[src/rtl/shared_mem_arbiter.sv]
// -----------------------------------------------------------------------------
// shared_mem_arbiter
//
// Shares one unified 256 x 32-bit memory between the CPU instruction-fetch
// port and the CPU data port. Contention is resolved round-robin via a
// last-grant flag; each transaction walks IDLE -> SERVE_x -> DONE_x -> IDLE.
//
// Ports
//   CLK, RESET                      clock, asynchronous active-high reset
//   I_READ, I_ADDRESS[9:0]          instruction fetch request / byte address
//   I_READDATA[31:0], I_BUSYWAIT    fetched word (registered) / port stall
//   D_READ, D_WRITE                 data read / write request
//   D_ADDRESS[7:0], D_WRITEDATA     data byte address / byte to write
//   D_READDATA[7:0], D_BUSYWAIT     read byte (registered) / port stall
//   M_READ, M_WRITE                 memory request (registered)
//   M_ADDRESS[7:0]                  memory word index (registered)
//   M_WRITEDATA[31:0], M_BYTEEN     write data and lane enables (registered)
//   M_READDATA[31:0], M_BUSYWAIT    memory read data / memory stall
// -----------------------------------------------------------------------------
module shared_mem_arbiter #(
    parameter logic [7:0] DATA_BASE = 8'd192
) (
    input  logic        CLK,
    input  logic        RESET,
    input  logic        I_READ,
    input  logic [9:0]  I_ADDRESS,
    output logic [31:0] I_READDATA,
    output logic        I_BUSYWAIT,
    input  logic        D_READ,
    input  logic        D_WRITE,
    input  logic [7:0]  D_ADDRESS,
    input  logic [7:0]  D_WRITEDATA,
    output logic [7:0]  D_READDATA,
    output logic        D_BUSYWAIT,
    output logic        M_READ,
    output logic        M_WRITE,
    output logic [7:0]  M_ADDRESS,
    output logic [31:0] M_WRITEDATA,
    output logic [3:0]  M_BYTEEN,
    input  logic [31:0] M_READDATA,
    input  logic        M_BUSYWAIT
);

    localparam logic [2:0] ST_IDLE    = 3'd0;
    localparam logic [2:0] ST_SERVE_I = 3'd1;
    localparam logic [2:0] ST_SERVE_D = 3'd2;
    localparam logic [2:0] ST_DONE_I  = 3'd3;
    localparam logic [2:0] ST_DONE_D  = 3'd4;

    logic [2:0]  r_state;
    logic        r_last_d;      // 1: data port was granted most recently
    logic [1:0]  r_lane;        // byte lane of the latched data access
    logic        r_m_read;
    logic        r_m_write;
    logic [7:0]  r_m_address;
    logic [31:0] r_m_writedata;
    logic [3:0]  r_m_byteen;
    logic [31:0] r_i_readdata;
    logic [7:0]  r_d_readdata;

    logic        w_d_req;
    logic        w_grant_i;
    logic        w_grant_d;
    logic [7:0]  w_d_word;
    logic        w_unused_addr_bits;

    // Word address bits [1:0] of the fetch address carry no information.
    assign w_unused_addr_bits = ^I_ADDRESS[1:0];

    // Picks one byte lane out of a memory word.
    function automatic logic [7:0] fn_select_byte(input logic [31:0] word,
                                                  input logic [1:0]  lane);
        logic [7:0] b;
        case (lane)
            2'd0:    b = word[7:0];
            2'd1:    b = word[15:8];
            2'd2:    b = word[23:16];
            2'd3:    b = word[31:24];
            default: b = 8'h00;
        endcase
        return b;
    endfunction

    // Round-robin grant decision used while IDLE; a tie goes to the port
    // opposite the last grant.
    always_comb begin
        w_d_req   = D_READ | D_WRITE;
        w_grant_i = 1'b0;
        w_grant_d = 1'b0;
        w_d_word  = DATA_BASE + {2'b00, D_ADDRESS[7:2]};
        if (I_READ && w_d_req) begin
            w_grant_i = r_last_d;
            w_grant_d = ~r_last_d;
        end else begin
            w_grant_i = I_READ;
            w_grant_d = w_d_req;
        end
    end

    // Arbitration FSM, memory request registers and captured read data.
    always_ff @(posedge CLK or posedge RESET) begin
        if (RESET) begin
            r_state       <= ST_IDLE;
            r_last_d      <= 1'b1;
            r_lane        <= 2'b00;
            r_m_read      <= 1'b0;
            r_m_write     <= 1'b0;
            r_m_address   <= 8'h00;
            r_m_writedata <= 32'h0000_0000;
            r_m_byteen    <= 4'b0000;
            r_i_readdata  <= 32'h0000_0000;
            r_d_readdata  <= 8'h00;
        end else begin
            case (r_state)
                ST_IDLE: begin
                    if (w_grant_i) begin
                        r_state     <= ST_SERVE_I;
                        r_last_d    <= 1'b0;
                        r_lane      <= 2'b00;
                        r_m_address <= I_ADDRESS[9:2];
                        r_m_read    <= 1'b1;
                        r_m_write   <= 1'b0;
                        r_m_byteen  <= 4'b1111;
                    end else if (w_grant_d) begin
                        r_state     <= ST_SERVE_D;
                        r_last_d    <= 1'b1;
                        r_lane      <= D_ADDRESS[1:0];
                        r_m_address <= w_d_word;
                        // Read and write together resolve to a write.
                        if (D_WRITE) begin
                            r_m_read      <= 1'b0;
                            r_m_write     <= 1'b1;
                            r_m_writedata <= {4{D_WRITEDATA}};
                            r_m_byteen    <= 4'b0001 << D_ADDRESS[1:0];
                        end else begin
                            r_m_read   <= 1'b1;
                            r_m_write  <= 1'b0;
                            r_m_byteen <= 4'b1111;
                        end
                    end else begin
                        r_state <= ST_IDLE;
                    end
                end
                ST_SERVE_I: begin
                    // Completes even if the requester has dropped I_READ.
                    if (!M_BUSYWAIT) begin
                        r_i_readdata <= M_READDATA;
                        r_m_read     <= 1'b0;
                        r_m_write    <= 1'b0;
                        r_state      <= ST_DONE_I;
                    end else begin
                        r_state <= ST_SERVE_I;
                    end
                end
                ST_SERVE_D: begin
                    if (!M_BUSYWAIT) begin
                        // Writes leave the held read byte untouched.
                        if (r_m_read) begin
                            r_d_readdata <= fn_select_byte(M_READDATA, r_lane);
                        end else begin
                            r_d_readdata <= r_d_readdata;
                        end
                        r_m_read  <= 1'b0;
                        r_m_write <= 1'b0;
                        r_state   <= ST_DONE_D;
                    end else begin
                        r_state <= ST_SERVE_D;
                    end
                end
                ST_DONE_I: r_state <= ST_IDLE;
                ST_DONE_D: r_state <= ST_IDLE;
                default:   r_state <= ST_IDLE;
            endcase
        end
    end

    // Stalls rise with the request and drop only in the port's DONE cycle.
    assign I_BUSYWAIT  = I_READ & (r_state != ST_DONE_I);
    assign D_BUSYWAIT  = (D_READ | D_WRITE) & (r_state != ST_DONE_D);

    assign I_READDATA  = r_i_readdata;
    assign D_READDATA  = r_d_readdata;
    assign M_READ      = r_m_read;
    assign M_WRITE     = r_m_write;
    assign M_ADDRESS   = r_m_address;
    assign M_WRITEDATA = r_m_writedata;
    assign M_BYTEEN    = r_m_byteen;

endmodule
[config.mk]
export PLATFORM = sky130hd
export DESIGN_NAME = shared_mem_arbiter
export DESIGN_NICKNAME = d
export VERILOG_FILES = /design/src/rtl/shared_mem_arbiter.sv
export SDC_FILE = /design/constraint.sdc
export NUM_CORES = 1
export LEC_CHECK = 0
export ABC_AREA = 1
export BUFFER_PORTS_ARGS = -buffer_cell sky130_fd_sc_hd__buf_2
export CORE_UTILIZATION = 45
export CTS_CLUSTER_DIAMETER = 120
export DETAILED_ROUTE_END_ITERATION = 8
export PLACE_DENSITY = 0.85
export SETUP_SLACK_MARGIN = 0.1
export SLEW_MARGIN = 20
export SYNTH_ARGS = -nofsm -noshare
export SYNTH_HDL_FRONTEND = slang
export SYNTH_SLANG_ARGS = --single-unit
export TNS_END_PERCENT = 30
[constraint.sdc]
create_clock -name CLK -period 2.2 [get_ports CLK]
set_input_delay 0.22 -clock CLK [delete_from_list [all_inputs] [get_ports CLK]]
set_output_delay 0.22 -clock CLK [all_outputs]
set_load 0.05 [all_outputs]
* Yosys cells after proc, flatten, opt, wreduce, memory -nomap -nowiden
Index checks and enable logic that the tools add are counted.
** Operators by class
- Reduce and logical (&&, ||, !) cells :: 11
- Add/sub/neg operators :: 1
- Shifts and indexed selects :: 1
- Multiplexer cells :: 26
- Bitwise logic cells :: 6
- Equality and inequality tests :: 9
** Operators by type and width (number)
- 8-bit case mux with 4 select lines :: 1
- 8-bit two-way mux :: 2
- 4-bit two-way mux :: 3
- 1-bit two-way mux :: 11
- 2-bit two-way mux :: 5
- 3-bit case mux with 3 select lines :: 1
- 7-bit by 7-bit adder with 8-bit output (first input constant) :: 1
- 3-bit inequality test (second input constant) :: 2
- 3-bit AND reduction :: 2
- 2-bit equality test (second input constant) :: 2
- 1-bit case mux with 2 select lines :: 2
- 2-bit AND reduction :: 2
- 4-bit AND reduction :: 1
- 2-bit nonzero test :: 2
- 1-bit by 2-bit << shifter with 4-bit output (first input constant) :: 1
- 3-bit by 1-bit equality test with 1-bit output (second input constant) :: 1
- 3-bit by 2-bit equality test with 1-bit output (second input constant) :: 1
- 3-bit logical NOT :: 1
- 3-bit two-way mux :: 1
- 3-bit by 2-bit inequality test with 1-bit output (second input constant) :: 1
- 1-bit inverter :: 3
- 1-bit AND :: 2
- 2-bit by 1-bit equality test with 1-bit output (second input constant) :: 1
- 2-bit logical NOT :: 1
- 4 further kinds :: 4
** Word-level totals
- Output and inout bits :: 88
- Bits of input ports :: 64
- Register bits after elaboration :: 92
- Word-level logic and storage cells :: 64

* Depth between registers and ports, before layout
Gate-level depths: netlist of run 1.
- Depth after elaboration :: 6
- Gate-level depth with buffers :: 7
- Depth with buffers taken out :: 7

* Worst setup path after synthesis of run 1
Ideal clock, no wire load.
- Kind :: flip-flop to output port
- Start point :: register r_state[1]
- End point :: output port I_BUSYWAIT
- Path buffers :: 0
- Path slack :: 0.653 ns
- Data arrival time :: 1.327 ns
- Stages on the path, launching flop included :: 2
- Data required time :: 1.980 ns
- Cells stage by stage :: dfrtp_1 a31oi_1
** Between the ends
- Longest elaborated chain between the ends :: 2
** RTL lines
- from (decl) :: line 50 : logic [2:0] r_state;
- from (signal assigned) :: line 103 : r_state <= ST_IDLE;
- from (signal assigned) :: line 117 : r_state <= ST_SERVE_I;
- from (signal assigned) :: line 125 : r_state <= ST_SERVE_D;
- 3-bit by 2-bit inequality test with 1-bit output :: line 178 : assign I_BUSYWAIT = I_READ & (r_state != ST_DONE_I);
- 1-bit AND :: line 178
- to (decl) :: line 28 : output logic I_BUSYWAIT,
Every way passes these cells.

* Worst setup path in the final report of run 1
- Start point :: register r_state[1]
- End point :: register r_m_address[1], in the netlist M_ADDRESS[1]
** Between the ends
- Longest elaborated chain between the ends :: 2
** RTL lines
- 3-bit logical NOT :: line 114 : case (r_state)
- 2-bit AND reduction (no line)
- to (signal assigned) :: line 120 : r_m_address <= I_ADDRESS[9:2];
- to (signal assigned) :: line 128 : r_m_address <= w_d_word;
- to (decl) :: line 55 : logic [7:0] r_m_address;
Every way passes these cells.
A chain may end at the register's enable or synchronous reset.

==> metrics, run 1 <==
Yosys top cell area share between 50 and 60%; run status completed; n_diodes 0; largest net degree at the start of global routing 41; Post-Synth Adder-Cell Area 0%; Tmin final 1.550 ns; critical path type reg2reg; Synth warnings 0; worst setup path start r_state[1]$_DFF_PP0_; top cells by count, synth nand2_1 (214), dfrtp_1 (67), buf_4 (27); Setup crit end M_ADDRESS[1]$_DFFE_PP0P_; Slew Viols, Final 0; cell with the most instances after synthesis nand2_1; PortBufs 149; unrepaired setup endpoints after global routing false; RR Endpoint M_ADDRESS[1]$_DFFE_PP0P_; Simple-Gate Fraction of Synth Area 32.13%; Core ar. roughly 6800 um2; Most used DFF post-synth dfrtp_1; Placed Area 3834 um2; Remaining DRCs 0; Fmax around 650 MHz; CTS tree yes; area grow syn2layout 27.01%; final worst slack 0.6501 ns; GPL Wtd Cong 0.8331; hpwl dp 5906 um; post-synthesis async set-or-reset flop share 100.0%; clk_lat worst skew 0.33 ns; post-synthesis sequential area ratio 53.27%; family with the most delay on the worst path flip-flops; post-synthesis area per instance around 8.1 um2; CTS H-tree depth 3; largest stage delay on the critical path 0.44 ns; Arrival @ worst endpoint 1.77 ns; number of flops mapped to enable cells by yosys 0; dominant cells by area after synthesis dfrtp_1 (52%), nand2_1 (25%), buf_4 (6.3%); unique cell type count in the Yosys netlist 25; Die Wd 86.29 um; Worst setup EP type flip-flop; post-route ant nets 0; Iteration-0 DRC Markers between 200 and 250; net count after synthesis 461; Compound-Gate Fraction of Synth Area 3.992%; mux contribution to synthesized area 0%; setup tns final 0 ns; first-pass GRT wire length ~13,000 um; clock-pin slew on the worst setup and hold paths 0.07 ns; R2R setup slack 0.65 ns; CP Launch Type flip-flop; worst min path class in2reg; number of cells on the critical path 6; relative slew slack 56.52%; max-cap violations 0; dpl ws 0.6350 ns; CTS Buf Count 9; WL final 7925 um; Synth Cell Area 3197 um2; vias per inst 4.745; # fillers ~660; Hold-fix buffers, CTS 1; Setup violations, final 0; Vias slightly below 3,000; post-synthesis xor/xnor area fraction 0%; row count 30; total gr overflow 0; Nets 590; Clock Sinks 68; CP Buf/Inv Count 1; largest family of logic cells by synthesized area simple AND/OR/NAND/NOR gates; Clk Tree Root Cell clkbuf_8; post-CTS setup buffers 0; CP max FO 15; cells after synthesis between 300 and 400; Reg-to-Reg Start r_state[1]$_DFF_PP0_; Design Area, Final 4060 um2; Fin Clk Skew 0.01327 ns; FF-to-FF path depth 6; Hold Violations, Final 0; Worst-Margin Slew 0.6512 ns; Ports 152; Yosys reg bits 68; Die Y 86.29 um; layout cell share with drive strength beyond 1 35.40%; DR pass1 iterations 4; crit share post-route 70.45%; Crit path required time 2.42 ns; Post-CTS Resized 0; Initial Util 46.79%; clock buffer depth 2; wire length per cell 12.64 um; initial antenna violation count 0; CP max stage cell dfrtp_1; number of global-route vias before repair 2,797; Total GRT Usage 21.72%; die area 7445 um2; crit-path cells nor2_4 -> nand2_4 -> a21oi_4 -> inv_2 -> nand2_1 -> o21ai_2; top cell type by total area after synthesis dfrtp_1
## cell usage in the layout (no fill, tap or decap), types with 2 or more instances in the layout
cell       Yosys  final
a21oi_1        4      4
buf_2          4    149
bufinv_16      0      2
clkbuf_8       0     10
clkinv_2       1      4
dfrtp_1       67     67
inv_1         16     15
inv_2          3      4
nand2_1      214    214
nand2_2        4      4
nand3_1        2      2
nand4_1        9      9
nor2_1        19     19
nor2_4         3      3
o21ai_0        6      6
o21ai_1        4      4
o21ai_2        3      3
## metrics by stage
stage / hold WS [ns] / utilization [%] / instances
2_1_floorplan: 0.2922 / - / 397
3_3_place_gp: 0.3372 / 56.12 / 610
3_5_place_dp: 0.3549 / 56.12 / 610
4_1_cts: 0.07829 / 59.43 / 627
5_1_grt: 0.09367 / 59.43 / 627
6_report: 0.09302 / 59.43 / 627
## state kept, by name, summed over array words and instances (netlist names)
register     cells
r_last_d         1
M_BYTEEN         4
M_WRITEDATA      8
D_READDATA       8
M_WRITE          1
r_state          3
I_READDATA      32
r_lane           2
M_ADDRESS        8
M_READ           1
## worst register-to-register path, delay by kind of cell (launching register included)
family	cells	cell delay (ns)
simple gates	3	0.36
buf+inv	1	0.20
compound gates	2	0.43
flops	1	0.44
## metal layers
| layer | share of wire (%) | global-route usage (%) | wire (um) |
|---|---|---|---|
| met1 | 43 | 28.03 | 3416 |
| met2 | 49 | 35.86 | 3881 |
| met3 | 5.8 | 3.333 | 461 |
| met4 | 2.1 | 10.45 | 166 |
| met5 | 0 | 0 | 0 |
## cell families after synthesis
kind of cell	Yosys count
and+or+nand+nor	254
AOI/OAI and AO/OA	20
buffers and inverters	55
DFF	68
## worst min-delay path by stage
stage                         from  cells past startpoint                          end  slack, ns
floorplan               M_BUSYWAIT                      1         r_state[2]$_DFF_PP0_       0.29
global placement             RESET                      2  M_WRITEDATA[23]$_DFFE_PP0P_       0.34
detailed placement           RESET                      2  M_WRITEDATA[29]$_DFFE_PP0P_       0.35
CTS                 D_WRITEDATA[0]                      3  M_WRITEDATA[24]$_DFFE_PP0P_       0.08
global route        D_WRITEDATA[6]                      3  M_WRITEDATA[30]$_DFFE_PP0P_       0.09
finish              D_WRITEDATA[1]                      3  M_WRITEDATA[25]$_DFFE_PP0P_       0.09
## cell type report
class | count | area (um2) | area share, %
sequential | 68 | 1703 | 41.94
multi-input combinational | 274 | 1155 | 28.44
timing repair buffer | 152 | 783.3 | 19.29
clock buffer | 11 | 141.4 | 3.482
tap | 96 | 120.1 | 2.958
inverter | 21 | 82.58 | 2.034
clock inverter | 5 | 75.07 | 1.849
Power of run 1 is left out: the tool's default activity adds up to more than one toggle a clock period on the data nets, which glitch-free logic cannot reach.
==> inputs of run 2 (changes only) <==
--- a/config.mk
+++ b/config.mk
@@ -5,12 +5,12 @@
 export SDC_FILE = /design/constraint.sdc
 export NUM_CORES = 1
 export LEC_CHECK = 0
-export ABC_AREA = 1
+export ABC_AREA = 0
 export BUFFER_PORTS_ARGS = -buffer_cell sky130_fd_sc_hd__buf_2
-export CORE_UTILIZATION = 45
+export CORE_UTILIZATION = 43
 export CTS_CLUSTER_DIAMETER = 120
 export DETAILED_ROUTE_END_ITERATION = 8
-export PLACE_DENSITY = 0.85
+export PLACE_DENSITY = 0.84
 export SETUP_SLACK_MARGIN = 0.1
 export SLEW_MARGIN = 20
 export SYNTH_ARGS = -nofsm -noshare
==> constraint.sdc (replaced) <==
create_clock -name CLK -period 1.4 [get_ports CLK]
set_input_delay 0.14 -clock CLK [delete_from_list [all_inputs] [get_ports CLK]]
set_output_delay 0.14 -clock CLK [all_outputs]
set_load 0.05 [all_outputs]
==> metrics, run 2 <==
violated checks setup timing; dominant cells by area after synthesis dfrtp_1 (50%), mux2_4 (13%), mux2_2 (5.7%); Die Wd 90.23 um; post-route ant nets 0; first-pass GRT wire length between 10,000 and 15,000 um; Clk Tree Root Cell clkbuf_8; Setup violations, final 62; Yosys reg bits a little under 70; Most used DFF post-synth dfrtp_1; CTS tree yes; area taken by multi-input logic gates 1348 um2; total gr overflow 0; Tmin final 1.536 ns; hold slack 0.02384 ns; n_diodes 0; clk_lat worst skew approximately 0.35 ns; critical path type reg2reg; Fmax approximately 650 MHz; number of global-route vias before repair 2,606; Total GRT Usage 20.77%; # fillers 611; cell with the most instances after synthesis dfrtp_1; unique cell type count in the Yosys netlist 38; CTS H-tree depth 3; run status finished, violations left; Nets 463; Arrival @ worst endpoint 1.76 ns; layout cell share with drive strength beyond 1 70.54%; final worst slack -0.1361 ns; worst min path class in2reg; Iteration-0 DRC Markers 60; Slew Viols, Final 0; Design Area, Final 4636 um2; crit share post-route 109.7%; clock buffer depth 2; max-cap violations 0; Clock Sinks 68; largest net degree at the start of global routing 41; Core ar. approximately 7400 um2; CTS Buf Count 9; post-synthesis async set-or-reset flop share 100.0%; Synth warnings 0; WL final 8270 um; Hold Violations, Final 0; Vias 2,570; Ports 152; GPL Wtd Cong around 0.85; Worst-Margin Slew 0.5039 ns; clock-pin slew on the worst setup and hold paths 0.08 ns; CP max FO 8; most frequent cells in the layout buf_2 (147), dfrtp_1 (64), mux2_4 (33), buf_4 (25), mux2_2 (15); most common cell after layout, fill and taps aside buf_2; CP Launch Type flip-flop; cells after synthesis 239; Crit path required time about 1.6 ns; Yosys top cell area share 50.09%; DR pass1 iterations 4; net count after synthesis 303; Placed Area about 4100 um2; Reg area 1707 um2; area grow syn2layout 38.50%; post-synthesis sequential area ratio approximately half; Synth Cell Area about 3300 um2; Worst setup EP type flip-flop; initial antenna violation count 0; dpl ws -0.1154 ns; Initial Util 45.42%; number of flops mapped to enable cells by yosys 0; Remaining DRCs 0; wire length per cell 16.44 um; post-synthesis area per instance 14.00 um2; max reg flops 32; top cell type by total area after synthesis dfrtp_1; row count 31; top cells by count, synth dfrtp_1 (67), mux2_4 (30), buf_4 (24); hpwl dp 5846 um; die area roughly 8000 um2; vias per inst 5.109; relative slew slack 66.40%; Fin Clk Skew 0.01149 ns; unrepaired setup endpoints after global routing true; PortBufs 149; Die Y 90.23 um
[run 2: repair_timing]
item	4_1_cts	5_1_grt
setup endpoints to repair	67	67
gates cloned	1	1
hold buffers	1	1
gates resized for setup	14	7
pin swaps	3	4
setup buffers	11	2
hold endpoints to repair	67	1
[run 2: per-stage QoR]
step           TNS [ns]  utilization, %  instances
2_1_floorplan    -2.310               -        239
3_3_place_gp     -2.772           56.08        470
3_5_place_dp     -4.072           56.08        470
4_1_cts          -3.381           61.87        499
5_1_grt          -8.098           62.90        503
6_report         -4.393           62.90        503
[run 2: cell type report]
class,instances,share of cell area (%)
clock inverter,7,2.672
sequential,68,36.82
inverter,5,0.4858
tap,99,2.672
multi-input combinational,127,29.07
timing repair buffer,188,25.61
clock buffer,9,2.672
[run 2: critical path, cell delays in order, from the launching register on]
cell	delay, ns
dfrtp_2	0.47
buf_6	0.14
nor4b_4	0.31
nand2_4	0.17
mux2_4	0.33
[run 2: final timing paths]
path	from	to	slack, ns	cells after the start
min in group asynchronous	RESET	M_BYTEEN[2]$_DFFE_PP0P_	0.47	4
hold reg to reg	M_WRITE$_DFFE_PP0P_	M_WRITE$_DFFE_PP0P_	0.50	1
setup reg to reg	r_state[0]$_DFF_PP0_	D_READDATA[0]$_DFFE_PP0P_	-0.14	4
hold / removal	I_ADDRESS[8]	M_ADDRESS[6]$_DFFE_PP0P_	0.02	2
max in group asynchronous	RESET	I_READDATA[11]$_DFFE_PP0P_	0.52	4
setup / recovery	r_state[0]$_DFF_PP0_	D_READDATA[0]$_DFFE_PP0P_	-0.14	4
[run 2: cells by family after synthesis]
family	Yosys count	synth area share, %
flops	68	50.88
simple gates	29	5.533
mux	56	24.90
xor+xnor	1	0.2617
compound gates	41	8.786
buf+inv	44	9.645
[run 2: layer usage]
layer  global-route usage (%)  routed length (um)
met1                    25.66                3478
met2                    34.92                4182
met3                    6.430                 520
met4                    6.048                  89
met5                        0                   0
Power of run 2 is left out for the same reason.
==> inputs of run 3 (changes only) <==
--- a/config.mk
+++ b/config.mk
@@ -10,7 +10,7 @@
 export CORE_UTILIZATION = 43
 export CTS_CLUSTER_DIAMETER = 120
 export DETAILED_ROUTE_END_ITERATION = 8
-export PLACE_DENSITY = 0.84
+export PLACE_DENSITY = 0.88
 export SETUP_SLACK_MARGIN = 0.1
 export SLEW_MARGIN = 20
 export SYNTH_ARGS = -nofsm -noshare
==> metrics, run 3 (synthesized netlist as in run 2, its figures left out) <==
clk_lat worst skew between 0.3 and 0.4 ns; die area approximately 8100 um2; Vias about 2,500; CP max stage cell dfrtp_2; Die Y 90.23 um; unrepaired setup endpoints after global routing true; first-pass GRT wire length about 13,000 um; RR Endpoint M_BYTEEN[1]$_DFFE_PP0P_; layout cell share with drive strength beyond 1 a little over two thirds; PortBufs 149; relative slew slack 74.76%; crit share post-route 108.0%; Hold Violations, Final 0; Setup violations, final 64; run status finished, violations left; Design Area, Final 4498 um2; wire length per cell 16.41 um; hpwl dp 5740 um; CTS H-tree depth 3; crit-path cells buf_12 -> or3_4 -> a21oi_4 -> buf_12 -> o22a_2; initial antenna violation count 0; R2R setup slack -0.11 ns; Reg-to-Reg Start r_state[0]$_DFF_PP0_; hold slack ~0.011 ns; Tmin final 1.512 ns; Worst-Margin Slew 0.3771 ns; worst min path class in2reg; critical path type reg2reg; area grow syn2layout 34.39%; Core Util, Final 61.04%; CP Buf/Inv Count 2; hold path endpoint M_ADDRESS[7]$_DFFE_PP0P_; CTS tree yes; clock-pin slew on the worst setup and hold paths 0.07 ns; Clk Tree Root Cell clkbuf_8; total gr overflow 0; WL final ~8000 um; row count 31; family with the most delay on the worst path flip-flops; clock buffer depth 2; Remaining DRCs 0; Nets 450; Initial Util 45.42%; Fmax 661.3 MHz; FF-to-FF path depth 5; most frequent cells in the layout buf_2 (147), dfrtp_1 (65), mux2_4 (31), mux2_2 (17), buf_4 (12); largest net degree at the start of global routing 69; CP max FO 11; Placed Area just over 4000 um2; n_diodes 0; vias per inst approximately 5.1; max reg flops 32; DR pass1 iterations 4; # fillers ~600; most common cell after layout, fill and taps aside buf_2; violated checks setup timing; hold path cells 2; Clock Sinks 68; hold wc startpoint I_ADDRESS[9]; Iteration-0 DRC Markers 65; largest stage delay on the critical path 0.45 ns; Arrival @ worst endpoint 1.79 ns; Fin Clk Skew 0.008411 ns; CP Launch Type flip-flop; CTS Buf Count 9; post-route ant nets 0; final worst slack -0.1121 ns; Total GRT Usage 20.32%; number of global-route vias before repair between 2,000 and 3,000; Slew Viols, Final 0; Crit path required time between 1.5 and 2 ns; Core ar. 7370 um2; max-cap violations 0; Die Wd roughly 90 um; Worst setup EP type flip-flop; Crit path top cell by count buf_12; GPL Wtd Cong 0.7982; Ports 152
==> run 3: changes by cell type in the layout (fill, tap and decap cells not counted), sizes merged <==
cell         previous run  this run
clkbuf                 10        12
dlygate4sd3             2         1
clkinv                  2         1
bufinv                  3         2
inv                     5         4
buf                   185       173
==> run 3: what timing repair did <==
action	in CTS	in global routing
setup endpoints to repair	66	67
hold endpoints to repair	67	0
resized for setup	14	5
gates cloned	0	1
pin swaps	5	3
buffers inserted	5	2
hold buffers	1	0
==> run 3: through the flow <==
| stage | worst slack [ns] | instances | TNS, ns |
|---|---|---|---|
| floorplan | -0.1432 | 239 | -2.310 |
| CTS | -0.1137 | 486 | -4.509 |
| global route | -0.1600 | 489 | -7.425 |
| global placement | -0.09302 | 465 | -2.522 |
| detailed placement | -0.1492 | 465 | -3.888 |
| finish | -0.1121 | 489 | -3.901 |
==> run 3: layout make-up <==
type	instances	area, um2	share of cell area [%]
clock buffers	11	151.4	3.366
clock inverters	4	72.57	1.613
inverters	5	22.52	0.5007
multi-input cells	127	1351	30.04
flip-flops and latches	68	1705	37.91
well taps	99	123.9	2.754
repair buffers	175	1071	23.81
==> run 3: worst max path at each step <==
stage | startpoint | end | slack [ns] | cells past startpoint
final | r_state[0]$_DFF_PP0_ | M_BYTEEN[1]$_DFFE_PP0P_ | -0.11 | 5
after CTS | r_state[0]$_DFF_PP0_ | M_ADDRESS[2]$_DFFE_PP0P_ | -0.11 | 5
after global placement | r_state[0]$_DFF_PP0_ | D_READDATA[7]$_DFFE_PP0P_ | -0.09 | 3
after global routing | r_state[0]$_DFF_PP0_ | M_ADDRESS[4]$_DFFE_PP0P_ | -0.16 | 5
after detailed placement | r_state[0]$_DFF_PP0_ | D_READDATA[7]$_DFFE_PP0P_ | -0.15 | 3
after floorplan | I_READ | I_BUSYWAIT | -0.14 | 3
==> run 3: routing by layer <==
| layer | vias up | GRT usage (%) | wire length [um] |
|---|---|---|---|
| met2 | 142 | 33.33 | 3964 |
| li1 | 1137 | - | - |
| met4 | 0 | 7.930 | 142 |
| met3 | 16 | 5.076 | 631 |
| met1 | 1216 | 25.85 | 3287 |
| met5 | - | 0 | 0 |
==> run 3: worst register-to-register path, cell delays in order, from the launching register on <==
cell	delay [ns]
dfrtp_2	0.45
buf_12	0.14
or3_4	0.40
a21oi_4	0.17
buf_12	0.14
o22a_2	0.14
Power of run 3 is left out for the same reason.
